File: src/rtl/specialkeys_scan_pkg.sv
// Shared scancode constants, osd_command bit indices and the prefix FSM state type.
// Shared by specialkeys_scan, the OSD menu and the special-keys handler.
package specialkeys_scan_pkg;

  // Prefix bytes
  localparam logic [7:0] ScPrefixExt   = 8'hE0;
  localparam logic [7:0] ScPrefixBreak = 8'hF0;
  localparam logic [7:0] ScPrefixPause = 8'hE1;

  // Base-table codes
  localparam logic [7:0] ScF12        = 8'h07;
  localparam logic [7:0] ScF11        = 8'h78;
  localparam logic [7:0] ScScrollLock = 8'h7E;
  localparam logic [7:0] ScEnter      = 8'h5A;

  // Extended-table codes (E0-prefixed); 5A doubles as keypad Enter
  localparam logic [7:0] ScUp    = 8'h75;
  localparam logic [7:0] ScDown  = 8'h72;
  localparam logic [7:0] ScLeft  = 8'h6B;
  localparam logic [7:0] ScRight = 8'h74;

  // Ctrl/Alt are in both tables (left/right), Del is extended only
  localparam logic [7:0] ScCtrl = 8'h14;
  localparam logic [7:0] ScAlt  = 8'h11;
  localparam logic [7:0] ScDel  = 8'h71;

  // Bytes following E1 in the Pause sequence
  localparam logic [2:0] PauseSkip = 3'd7;

  // osd_command bit indices
  localparam logic [2:0] OsdEnterBit  = 3'd7;
  localparam logic [2:0] OsdRightBit  = 3'd6;
  localparam logic [2:0] OsdLeftBit   = 3'd5;
  localparam logic [2:0] OsdDownBit   = 3'd4;
  localparam logic [2:0] OsdUpBit     = 3'd3;
  localparam logic [2:0] OsdF11Bit    = 3'd2;
  localparam logic [2:0] OsdF12Bit    = 3'd1;
  localparam logic [2:0] OsdScrollBit = 3'd0;

  typedef enum logic [2:0] {StIdle, StE0, StF0, StE0F0, StPause} scan_state_e;

  typedef struct packed {
    logic       hit;
    logic [2:0] idx;
  } key_sel_t;

  // Map a decoded code to its osd_command bit; keypad digits (non-E0 arrows) miss
  function automatic key_sel_t osd_key_lookup(input logic ext, input logic [7:0] code);
    key_sel_t sel;
    sel.hit = 1'b1;
    sel.idx = 3'd0;
    if (!ext) begin
      case (code)
        ScF12:        sel.idx = OsdF12Bit;
        ScF11:        sel.idx = OsdF11Bit;
        ScScrollLock: sel.idx = OsdScrollBit;
        ScEnter:      sel.idx = OsdEnterBit;
        default:      sel.hit = 1'b0;
      endcase
    end else begin
      case (code)
        ScUp:    sel.idx = OsdUpBit;
        ScDown:  sel.idx = OsdDownBit;
        ScLeft:  sel.idx = OsdLeftBit;
        ScRight: sel.idx = OsdRightBit;
        ScEnter: sel.idx = OsdEnterBit;
        default: sel.hit = 1'b0;
      endcase
    end
    return sel;
  endfunction

endpackage

File: src/rtl/specialkeys_scan_prefix_fsm.sv
// Tracks E0/F0/E1 prefixes, swallows the Pause sequence and abandons a stale
// prefix after TIMEOUT_CYCLES idle cycles. Qualifies each byte combinationally
// so the key registers in the top level update on the byte's own clock edge.
module specialkeys_scan_prefix_fsm
  import specialkeys_scan_pkg::*;
#(
  parameter int unsigned TIMEOUT_CYCLES = 3000000
) (
  input  logic       clk,
  input  logic       reset_n,
  input  logic [7:0] scancode,
  input  logic       scancode_rdy,
  output logic       is_make,
  output logic       is_ext,
  output logic       code_valid,
  output logic       err
);

  localparam int unsigned CntW = (TIMEOUT_CYCLES > 2) ? $clog2(TIMEOUT_CYCLES) : 1;

  scan_state_e     state_q;
  logic [2:0]      skip_q;
  logic [CntW-1:0] tmo_q;
  logic            timeout;

  assign timeout = (state_q != StIdle) && (tmo_q == CntW'(TIMEOUT_CYCLES - 1));

  // Classify the current byte against the current prefix state
  always_comb begin
    is_make    = 1'b0;
    is_ext     = 1'b0;
    code_valid = 1'b0;
    err        = 1'b0;
    if (scancode_rdy) begin
      unique case (state_q)
        StIdle: begin
          if (scancode != ScPrefixExt && scancode != ScPrefixBreak &&
              scancode != ScPrefixPause) begin
            code_valid = 1'b1;
            is_make    = 1'b1;
          end
        end
        StE0: begin
          if (scancode == ScPrefixExt) begin
            err = 1'b1;
          end else if (scancode != ScPrefixBreak) begin
            code_valid = 1'b1;
            is_make    = 1'b1;
            is_ext     = 1'b1;
          end
        end
        StF0: code_valid = 1'b1;
        StE0F0: begin
          code_valid = 1'b1;
          is_ext     = 1'b1;
        end
        default: ;
      endcase
    end else begin
      // A byte arriving on the expiry cycle wins, so only flag when idle
      err = timeout;
    end
  end

  // Prefix state, Pause skip counter and idle timeout counter
  always_ff @(posedge clk or negedge reset_n) begin
    if (!reset_n) begin
      state_q <= StIdle;
      skip_q  <= 3'd0;
      tmo_q   <= '0;
    end else if (scancode_rdy) begin
      tmo_q <= '0;
      unique case (state_q)
        StIdle: begin
          if (scancode == ScPrefixExt) begin
            state_q <= StE0;
          end else if (scancode == ScPrefixBreak) begin
            state_q <= StF0;
          end else if (scancode == ScPrefixPause) begin
            state_q <= StPause;
            skip_q  <= PauseSkip;
          end
        end
        StE0: begin
          if (scancode == ScPrefixBreak) begin
            state_q <= StE0F0;
          end else if (scancode != ScPrefixExt) begin
            state_q <= StIdle;
          end
        end
        StPause: begin
          skip_q <= skip_q - 3'd1;
          if (skip_q <= 3'd1) state_q <= StIdle;
        end
        default: state_q <= StIdle;
      endcase
    end else if (state_q != StIdle) begin
      if (timeout) begin
        state_q <= StIdle;
        tmo_q   <= '0;
      end else begin
        tmo_q <= tmo_q + CntW'(1);
      end
    end
  end

endmodule

File: src/rtl/specialkeys_scan.sv
// PS/2 set-2 decoder for the special/host keys: holds F12, ScrollLock, F11,
// arrows and Enter as level bits. Matrix keys are ignored here.
// Optional build macro SPECIALKEYS_CTRLALTDEL_EN adds Ctrl+Alt+Del to key_blksbr.
module specialkeys_scan
  import specialkeys_scan_pkg::*;
#(
  parameter int unsigned TIMEOUT_CYCLES = 3000000
) (
  input  logic       clk,
  input  logic       reset_n,
  input  logic [7:0] scancode,
  input  logic       scancode_rdy,
  output logic       key_blksbr,
  output logic       key_osd,
  output logic [7:0] osd_command,
  output logic       prefix_err
);

  logic     is_make;
  logic     is_ext;
  logic     code_valid;
  logic     err;
  key_sel_t sel;
  logic [7:0] held_q;
  logic       prefix_err_q;

  specialkeys_scan_prefix_fsm #(
    .TIMEOUT_CYCLES(TIMEOUT_CYCLES)
  ) u_prefix_fsm (
    .clk          (clk),
    .reset_n      (reset_n),
    .scancode     (scancode),
    .scancode_rdy (scancode_rdy),
    .is_make      (is_make),
    .is_ext       (is_ext),
    .code_valid   (code_valid),
    .err          (err)
  );

  assign sel = osd_key_lookup(is_ext, scancode);

  // OSD key held bits and the registered error pulse
  always_ff @(posedge clk or negedge reset_n) begin
    if (!reset_n) begin
      held_q       <= 8'h00;
      prefix_err_q <= 1'b0;
    end else begin
      prefix_err_q <= err;
      if (code_valid && sel.hit) held_q[sel.idx] <= is_make;
    end
  end

`ifdef SPECIALKEYS_CTRLALTDEL_EN
  // Bits: 0 LCtrl, 1 RCtrl, 2 LAlt, 3 RAlt, 4 Del
  function automatic key_sel_t cad_lookup(input logic ext, input logic [7:0] code);
    key_sel_t s;
    s.hit = 1'b1;
    s.idx = 3'd0;
    case ({ext, code})
      {1'b0, ScCtrl}: s.idx = 3'd0;
      {1'b1, ScCtrl}: s.idx = 3'd1;
      {1'b0, ScAlt}:  s.idx = 3'd2;
      {1'b1, ScAlt}:  s.idx = 3'd3;
      {1'b1, ScDel}:  s.idx = 3'd4;
      default:        s.hit = 1'b0;
    endcase
    return s;
  endfunction

  key_sel_t   cad_sel;
  logic [4:0] cad_q;

  assign cad_sel = cad_lookup(is_ext, scancode);

  // Ctrl/Alt/Del held bits
  always_ff @(posedge clk or negedge reset_n) begin
    if (!reset_n) begin
      cad_q <= 5'b0;
    end else if (code_valid && cad_sel.hit) begin
      cad_q[cad_sel.idx] <= is_make;
    end
  end

  assign key_blksbr = held_q[OsdF12Bit] |
                      ((cad_q[0] | cad_q[1]) & (cad_q[2] | cad_q[3]) & cad_q[4]);
`else
  assign key_blksbr = held_q[OsdF12Bit];
`endif

  assign key_osd     = held_q[OsdScrollBit];
  assign osd_command = held_q;
  assign prefix_err  = prefix_err_q;

endmodule

File: config.mk
export PLATFORM = sky130hd
export DESIGN_NAME = specialkeys_scan
export DESIGN_NICKNAME = d
export VERILOG_FILES = /design/src/rtl/specialkeys_scan_pkg.sv /design/src/rtl/specialkeys_scan_prefix_fsm.sv /design/src/rtl/specialkeys_scan.sv
export SDC_FILE = /design/constraint.sdc
export NUM_CORES = 1
export LEC_CHECK = 0
export ABC_CLOCK_PERIOD_IN_PS = 2500
export BUFFER_PORTS_ARGS = -buffer_cell sky130_fd_sc_hd__buf_4
export CAP_MARGIN = 20
export CORE_AREA = 2 2 55 82
export CTS_CLUSTER_DIAMETER = 100
export DETAILED_ROUTE_END_ITERATION = 10
export DIE_AREA = 0 0 57 84
export GPL_ROUTABILITY_DRIVEN = 0
export PLACE_DENSITY_LB_ADDON = 0.1
export SLEW_MARGIN = 20
export SYNTH_ARGS = -nofsm -noshare
export SYNTH_HDL_FRONTEND = slang
export SYNTH_SLANG_ARGS = --single-unit
export TNS_END_PERCENT = 1
File: constraint.sdc
create_clock -name clk -period 2.5 [get_ports clk]
set_clock_uncertainty 0.1 [all_clocks]
set_input_delay 0.5 -clock clk [delete_from_list [all_inputs] [get_ports clk]]
set_output_delay 0.5 -clock clk [all_outputs]
set_load 0.02 [all_outputs]
==> summary.txt, run 1 <==
Status
  • Status: completed

Pwr
  • Pwr per Cell Area: between 600 and 700 nW/µm²
  • Power consumption: roughly 1600 µW
  • IR drop worst, VDD: between 400 and 500 µV
  • Leak Pwr: 0.00118 µW

Logic synthesis
  • Cell accounting for the most synthesized area: dfrtp_1
  • Async set or reset register ratio after synthesis: 100%
  • Dominant synthesized flop cell: dfrtp_1
  • Yosys top cell area share: 40.1%
  • Number of synthesis warnings: 0
  • Register area share after synthesis: between 40% and 50%
  • Number of enable flip-flop cells after synthesis: 0
  • Flop and latch count out of synthesis: 37
  • Synth cell types: 56
  • Synth Instances: around 250
  • Synth area leaders: dfrtp_1, nor2_1, xor2_1
  • Mean post-synth cell area: 9.08 µm²
  • Cell Area, Synth: roughly 2300 µm²
  • Syn nets: between 200 and 300

Global route
  • Busiest grt layer: met2
  • First-pass GRT wire length: ~8500 µm
  • GRT overflow: 0
  • Global routing usage on met2: between 30% and 40%
  • GRT met1 Usage: between 20% and 30%
  • Total track usage: approximately 22%
  • Vias in the first global route: approximately 2000
  • Antenna violations before repair: 0
  • Met3 GRT Util: around 3.9%
  • Largest net degree at the start of global routing: 38

Clocking
  • CTS root buffer: clkbuf_8
  • Postcts setup bufs: 0
  • TritonCTS clock tree: built
  • H-tree depth: 2
  • CTS Buf Count: 5
  • Hold_buf cts: 0
  • Clk Latency, worst-skew pair: 0.30 ns
  • CTS Buffer Depth: 2
  • Resize count post-CTS: 0
  • CTS Sinks: 37
  • Clock Pin Slew Worst Setup and Hold Paths: roughly 0.09 ns

Final layout
  • Commonest cells after routing, fill and taps aside: buf_4, dfrtp_1, nor2_1
  • Commonest non-fill, non-tap cell in the layout: buf_4
  • Design Area, Final: between 2000 and 3000 µm²
  • Share of layout cells above drive strength 1: 21.6%
  • ANT cells: 0
  • Nets: 304
  • Layout area overhead: 17.6%

Detailed routing
  • Initial DRC Count: 86
  • Final ANT Viol Nets: 0
  • Vias: a little under 2000
  • Drt wl/cell: about 15 µm
  • Via density: 5.77
  • Total Routed Length: 5020 µm
  • Detailed Routing Iterations Pass 1: 4
  • Remaining DRCs: 0

Die
  • Die H: between 80 and 90 µm
  • Die area: around 4800 µm²
  • Initial core utilization: between 50% and 60%
  • Cell Rows: 29
  • Core area: 4140 µm²
  • Io pins: 22
  • Die width: between 50 and 60 µm

Timing
  • Slew Viols, Final: 0
  • Fin. Hold Viols: 0
  • Relative slew slack: between 60% and 70%
  • Least-Margin Pin Slew: between 0.5 and 0.6 ns
  • Final worst slack: between 0.2 and 0.25 ns
  • Setup TNS: 0 ns
  • Tcrit/Tclk final: 91.2%
  • RSZ-0062 raised after global routing: no
  • Tmin final: about 2.3 ns
  • Worst hold slack: between 0.04 and 0.05 ns
  • Fmax: approximately 0.44 GHz
  • Final setup vio count: 0

Setup path
  • Cell mode on critical path: buf_4
  • WP data required: 2.59 ns
  • Flop-to-flop setup slack: roughly 0.30 ns
  • R2r worst-path depth: 7
  • CP bufs+invs: 3
  • CP Cell Sequence: buf_4 > nand4bb_1 > buf_4 > o41ai_1 > buf_4 > nor2b_1 > a21oi_2 > nor2_1 > mux2_1
  • Setup CP Type: in -> reg
  • Worst EP arrival: 2.37 ns
  • Crit path max-delay family: compound AO/OA/AOI/OAI gates
  • Crit Path Max Fanout: 4
  • Reg2Reg Launch Point: u_prefix_fsm.state_q[1]$_DFFE_PN0P_
  • Critical Path Sink Type: flop
  • Critical path launch point type: input port
  • Slowest-stage cell, CP: o41ai_1
  • CP peak stage delay: around 0.47 ns
  • Worst R2R End: osd_command[1]$_DFFE_PN0P_

Hold path
  • Hold Path Class: in -> async

Placed design
  • Placed instance area: 2600 µm²
  • Final HPWL DP: between 3000 and 4000 µm
  • IO Port Bufs: 21
  • Dpl ws: -0.0695 ns

Job
  • Max_cap viols: 0
-- worst max path at each step --
stage                            from                         end  slack, ns  cells after the start
after floorplan           scancode[0]  osd_command[1]$_DFFE_PN0P_       0.09                      7
after global placement    scancode[2]  osd_command[0]$_DFFE_PN0P_      -0.01                      9
after detailed placement  scancode[2]  osd_command[4]$_DFFE_PN0P_      -0.07                      9
after CTS                 scancode[2]  osd_command[4]$_DFFE_PN0P_       0.23                      9
after global routing      scancode[2]  osd_command[4]$_DFFE_PN0P_        0.1                      8
final                     scancode[2]  osd_command[4]$_DFFE_PN0P_       0.22                      9
-- metal layers --
layer,wire length [µm],up-vias
li1,-,984
met2,2580,31
met1,2190,918
met3,107,13
met5,0,-
met4,140,0
-- through the flow --
stage / cells / utilization [%]
after floorplan: 254 / -
after global placement: 329 / 62.9
after detailed placement: 329 / 62.9
after CTS: 337 / 65.6
after global routing: 337 / 65.6
final: 337 / 65.6
-- cell type report --
class,instances,area (µm²)
clock buffer,5,68.8
multi-input combinational,197,1270
fill,356,1420
inverter,5,18.8
tap,46,57.6
clock inverter,3,43.8
timing repair buffer,44,330
sequential,37,926
-- kinds of logic after synthesis --
family	synth area share [%]
AOI/OAI and AO/OA	13.1
adders and majority gates	1.63
buffers and inverters	4.93
DFF	40.1
muxes	3.90
and+or+nand+nor	29.9
xor gates and xnor gates	6.45
-- state kept, by name (all words and copies together) (netlist names) --
| signal | flops |
|---|---|
| u_prefix_fsm.tmo_q | 22 |
| u_prefix_fsm.state_q | 3 |
| prefix_err | 1 |
| u_prefix_fsm.skip_q | 3 |
| osd_command | 8 |
-- Yosys cell counts, drive strengths merged, types with 2 or more instances --
master / n
nor3: 8
and2b: 2
nand3: 13
mux2: 8
a21o: 2
nor4: 5
nand4b: 3
a21oi: 13
clkbuf: 6
o21ai: 4
nor2b: 4
a2111oi: 2
dfrtp: 37
o21bai: 3
nand2b: 4
nand4: 8
nor3b: 4
a31oi: 4
xnor2: 7
nor2: 35
o31ai: 2
and3: 3
xor2: 10
o311ai: 2
ha: 3
or2: 2
or3: 7
buf: 9
o22ai: 2
nand2: 17
nand3b: 5
inv: 5
-- where the power goes --
| part | internal, µW | leakage, µW | switching [µW] |
|---|---|---|---|
| Combinational | 177 | 0.000619 | 240 |
| Sequential | 650 | 0.000503 | 54.6 |
| Clock | 299 | 0.0000585 | 229 |
Note: power is estimated with default switching activity, not from simulation.
==> inputs of run 2 (changes only) <==
- CORE_AREA: 2 2 55 82 -> 2 2 54 81
- DIE_AREA: 0 0 57 84 -> 0 0 56 83
- SYNTH_HIERARCHICAL: not set -> 1
==> summary.txt, run 2 <==
Final layout
  • Fillers: 343
  • Non-Filler Instances: about 330
  • Commonest cells after routing, fill and taps aside: buf_4, dfrtp_1, nor2_1
  • ANT cells: 0
  • Nets: 294
  • FF/Latch Area: 926 µm²
  • Multi-input logic area: ~1300 µm²
  • Commonest non-fill, non-tap cell in the layout: buf_4
  • Top reg by flops: u_prefix_fsm/tmo_q
  • Share of layout cells above drive strength 1: about a quarter
  • Layout area overhead: 21.3%
  • Design Area, Final: between 2000 and 3000 µm²
  • Final Util: 69.9%
  • Max reg flops: 22

Logic synthesis
  • Flop and latch count out of synthesis: 37
  • Yosys top cell area share: 41.0%
  • Top cells by count, synth: dfrtp_1, nor2_1, nand2_1, nand3_1, xor2_1
  • Synth cell types: 57
  • Dominant synthesized flop cell: dfrtp_1
  • Cell accounting for the most synthesized area: dfrtp_1
  • Register area share after synthesis: between 40% and 50%
  • Synth area leaders: dfrtp_1, xor2_1, nor2_1
  • Cell Area, Synth: 2260 µm²
  • Number of enable flip-flop cells after synthesis: 0
  • Mean post-synth cell area: approximately 9.5 µm²
  • Synth Instances: around 240
  • Cell with the most instances after synthesis: dfrtp_1
  • Number of synthesis warnings: 6
  • Syn nets: 252
  • Async set or reset register ratio after synthesis: between 90% and 100%

Die
  • Die H: 83 µm
  • Die area: approximately 4600 µm²
  • Initial core utilization: around 58%
  • Cell Rows: 28
  • Io pins: 22
  • Core area: 3920 µm²
  • Die width: 56 µm

Setup path
  • Crit path max-delay family: simple AND/OR/NAND/NOR gates
  • CP bufs+invs: 2
  • Setup CP Type: in -> reg
  • WP data required: approximately 2.6 ns
  • Critical path launch point type: input port
  • Slowest-stage cell, CP: or4b_4
  • Crit. path cell count: 9
  • R2r worst-path depth: 7
  • CP Cell Sequence: buf_4 > nor4b_4 > nand2_2 > nor3_4 > nor3_1 > buf_4 > or4b_4 > or3b_1 > mux2_4
  • Crit Path Max Fanout: 5
  • CP peak stage delay: 0.54 ns
  • Worst EP arrival: 2.52 ns
  • Cell mode on critical path: buf_4
  • Critical Path Sink Type: flop

Global route
  • Vias in the first global route: 1969
  • First-pass GRT wire length: about 9100 µm
  • GRT overflow: 0
  • Largest net degree at the start of global routing: 38
  • Antenna violations before repair: 0
  • Total track usage: between 20% and 30%

Status
  • Status: completed

Clocking
  • TritonCTS clock tree: built
  • H-tree depth: 2
  • Postcts setup bufs: 0
  • Clk Latency, worst-skew pair: approximately 0.30 ns
  • Hold_buf cts: 0
  • CTS Sinks: 37
  • CTS Buf Count: 5
  • CTS Buffer Depth: 2
  • Clock Pin Slew Worst Setup and Hold Paths: around 0.08 ns
  • Resize count post-CTS: 0
  • CTS root buffer: clkbuf_8

Timing
  • Fin. Hold Viols: 0
  • Slew Viols, Final: 0
  • Final setup vio count: 0
  • RSZ-0062 raised after global routing: no
  • Tcrit/Tclk final: 97.5%
  • Tmin final: between 2 and 2.5 ns
  • Relative slew slack: between 20% and 30%
  • Fmax: 0.410 GHz
  • Least-Margin Pin Slew: between 1 and 1.5 ns

Placed design
  • DP Cell Count: approximately 320
  • IO Port Bufs: 21
  • Final HPWL DP: 3710 µm
  • Placed instance area: between 2000 and 3000 µm²

Detailed routing
  • Via density: between 5 and 6
  • Final ANT Viol Nets: 0
  • Total Routed Length: approximately 5000 µm
  • Remaining DRCs: 0
  • Vias: between 1500 and 2000
  • Drt wl/cell: around 15 µm
  • Initial DRC Count: 94
  • Detailed Routing Iterations Pass 1: 4

Hold path
  • Hold Path Class: in -> async

Pwr
  • Power consumption: between 1000 and 1500 µW
  • Leak Pwr: around 0.0012 µW
  • IR drop worst, VDD: between 300 and 400 µV
  • Pwr per Cell Area: between 400 and 500 nW/µm²

Job
  • Max_cap viols: 0
[run 2: cell families after synthesis]
kind of cell | count (synthesis) | synth area share [%]
buf+inv | 18 | 3.71
fa+ha+maj | 3 | 1.66
mux | 8 | 4.15
flops | 37 | 41.0
simple gates | 120 | 31.1
xor+xnor | 20 | 7.75
compound gates | 32 | 10.7
[run 2: per-layer routing]
| layer | wire length, µm | track usage (%) | vias up |
|---|---|---|---|
| met5 | 0 | 0 | - |
| met4 | 114 | 9.74 | 0 |
| met3 | 112 | 3.89 | 12 |
| met2 | 2780 | 44.3 | 33 |
| met1 | 2010 | 27.4 | 954 |
| li1 | - | - | 954 |
[run 2: path summary, 6_finish.rpt]
check                                                     from                            endpoint  slack [ns]
max                                                scancode[1]          osd_command[0]$_DFFE_PN0P_        0.06
min                                                    reset_n  u_prefix_fsm/tmo_q[18]$_DFFE_PN0N_        0.06
max reg2reg                u_prefix_fsm/state_q[2]$_DFFE_PN0P_          osd_command[0]$_DFFE_PN0P_        0.26
min reg2reg                         osd_command[2]$_DFFE_PN0P_          osd_command[2]$_DFFE_PN0P_        0.39
max in group asynchronous                              reset_n          osd_command[6]$_DFFE_PN0P_        1.91
min in group clk                    osd_command[2]$_DFFE_PN0P_          osd_command[2]$_DFFE_PN0P_        0.39
[run 2: metrics by stage]
stage	setup TNS (ns)	hold WS [ns]	setup WS [ns]
2_1_floorplan	-0.305	0.104	-0.0678
3_3_place_gp	-1.20	0.374	-0.234
3_5_place_dp	-1.56	0.380	-0.296
4_1_cts	0	0.0715	0.0242
5_1_grt	0	0.0954	0.0104
6_report	0	0.0573	0.0613
[run 2: power breakdown]
| group | internal [µW] | switching [µW] |
|---|---|---|
| Sequential | 620 | 18.5 |
| Clock | 192 | 224 |
| Combinational | 115 | 137 |
| Total | 927 | 379 |
[run 2: cell type report]
| cell class | instances | share of cell area (%) |
|---|---|---|
| flip-flops and latches | 37 | 33.8 |
| repair buffers | 46 | 12.6 |
| inverters | 7 | 0.958 |
| multi-input cells | 183 | 47.5 |
| clock inverters | 3 | 0.639 |
| well taps | 45 | 2.05 |
| clock buffers | 5 | 2.51 |
==> inputs of run 3 (changes only) <==
- CORE_AREA: 2 2 54 81 -> 2 2 58 88
- DIE_AREA: 0 0 56 83 -> 0 0 60 90
==> summary.txt, run 3 (synthesis gave the netlist of run 2 again) <==
Timing
  • Fmax: 0.416 GHz
  • Least-Margin Pin Slew: ~1.0 ns
  • Setup TNS: 0 ns
  • Fin. Hold Viols: 0
  • Worst hold slack: 0.0649 ns
  • Tmin final: 2.40 ns
  • Relative slew slack: between 30% and 40%
  • Slew Viols, Final: 0
  • Tcrit/Tclk final: between 90% and 100%
  • Final setup vio count: 0
  • RSZ-0062 raised after global routing: no

Hold path
  • Hold Path Class: in -> async

Final layout
  • Layout area overhead: 22.5%
  • ANT cells: 0
  • Nets: roughly 300
  • Max reg flops: 22
  • Fillers: approximately 430
  • Commonest non-fill, non-tap cell in the layout: buf_4
  • Commonest cells after routing, fill and taps aside: buf_4, dfrtp_1, nor2_1
  • Share of layout cells above drive strength 1: 25.7%
  • Non-Filler Instances: 346
  • Top reg by flops: u_prefix_fsm/tmo_q

Setup path
  • Critical Path Sink Type: flop
  • Critical path launch point type: input port
  • WP data required: 2.57 ns
  • Worst EP arrival: ~2.5 ns
  • Worst R2R End: osd_command[0]$_DFFE_PN0P_
  • CP Capture Point: osd_command[7]$_DFFE_PN0P_
  • Setup CP Type: in -> reg
  • Flop-to-flop setup slack: between 0.2 and 0.25 ns
  • Worst setup path start: scancode[1]
  • Reg2Reg Launch Point: u_prefix_fsm/state_q[2]$_DFFE_PN0P_
  • Crit Path Max Fanout: 7
  • R2r worst-path depth: 7

Detailed routing
  • Detailed Routing Iterations Pass 1: 4
  • Vias: 1890
  • Via density: between 5 and 6
  • Total Routed Length: around 5000 µm
  • Remaining DRCs: 0
  • Initial DRC Count: 84
  • Drt wl/cell: approximately 15 µm
  • Final ANT Viol Nets: 0

Die
  • Die width: 60 µm
  • Die area: about 5400 µm²
  • Initial core utilization: between 40% and 50%
  • Cell Rows: 31
  • Die H: around 90 µm
  • Core area: between 4000 and 5000 µm²
  • Io pins: 22

Placed design
  • Final HPWL DP: between 3000 and 4000 µm
  • IO Port Bufs: 21
  • DP Cell Count: about 340

Pwr
  • IR drop worst, VDD: 245 µV
  • Reg power frac: between 40% and 50%
  • Pwr per Cell Area: between 400 and 500 nW/µm²
  • Clock Power Share: between 30% and 40%
  • Int Pwr: ~950 µW
  • Leak Pwr: 0.00123 µW
  • Sw Pwr: about 370 µW
  • Switching Share: 27.9%
  • Combinational Power Share: 19.0%

Global route
  • Total track usage: about a fifth
  • Vias in the first global route: 1914
  • First-pass GRT wire length: ~9000 µm
  • Antenna violations before repair: 0
  • GRT overflow: 0
  • Largest net degree at the start of global routing: 38

Job
  • Max_cap viols: 0

Clocking
  • Hold_buf cts: 0
  • Clock Pin Slew Worst Setup and Hold Paths: roughly 0.07 ns
  • Clk Latency, worst-skew pair: slightly below 0.3 ns
  • CTS root buffer: clkbuf_8
  • H-tree depth: 2
  • CTS Buf Count: 5
  • CTS Sinks: 37
  • CTS Buffer Depth: 2
  • TritonCTS clock tree: built

Status
  • Status: completed
[run 3: how the worst min path moves through the flow]
stage / startpoint / to / slack, ns
2_1_floorplan: reset_n / osd_command[0]$_DFFE_PN0P_ / 0.10
3_3_place_gp: osd_command[2]$_DFFE_PN0P_ / osd_command[2]$_DFFE_PN0P_ / 0.37
3_5_place_dp: osd_command[5]$_DFFE_PN0P_ / osd_command[5]$_DFFE_PN0P_ / 0.38
4_1_cts: reset_n / osd_command[1]$_DFFE_PN0P_ / 0.08
5_1_grt: reset_n / u_prefix_fsm/tmo_q[5]$_DFFE_PN0N_ / 0.11
6_report: reset_n / u_prefix_fsm/tmo_q[7]$_DFFE_PN0N_ / 0.06
[run 3: per-layer routing]
layer | vias to the layer above | share of wire (%) | GRT usage (%)
li1 | 949 | - | -
met1 | 891 | 41 | 24.9
met2 | 39 | 53 | 35.5
met3 | 11 | 2.4 | 2.88
met4 | 0 | 3.3 | 10.7
met5 | - | 0 | 0
[run 3: power by group through the flow]
stage                     Combinational (µW)  Sequential, µW  Clock (µW)
after global placement                   247             649           0
after detailed placement                 249             650           0
after floorplan                          136             660           0
final                                    251             638         430
after CTS                                252             638         442
after global routing                     276             642         467
[run 3: what timing repair did]
action / in CTS / in global routing
setup buffers: 0 / 0
setup endpoints to repair: 6 / 1
resized for setup: 1 / 1
[run 3: final cells by class]
class	instances	area, µm²	area share (%)
clock buffers	7	86.3	3.12
inverters	7	26.3	0.949
multi-input cells	183	1300	47.0
flip-flops and latches	37	926	33.4
well taps	66	82.6	2.98
repair buffers	46	345	12.5
[run 3: worst max-delay path, cell delays in order]
cell	delay [ns]
buf_4	0.12
nor4b_4	0.29
nand2_2	0.11
nor3_4	0.23
nor3_4	0.09
or3b_1	0.37
o21ai_2	0.09
a32oi_2	0.12
nor3_1	0.21
mux2_1	0.34
[run 3: through the flow]
step,instance area [µm²],setup WS [ns],utilization (%),power (µW)
after global placement,2670,-0.397,56.9,895
final,2770,0.0951,59.0,1320
after detailed placement,2670,-0.449,56.9,899
after global routing,2770,0.0101,59.0,1390
after CTS,2760,0.0849,58.9,1330
after floorplan,2300,-0.0678,-,797
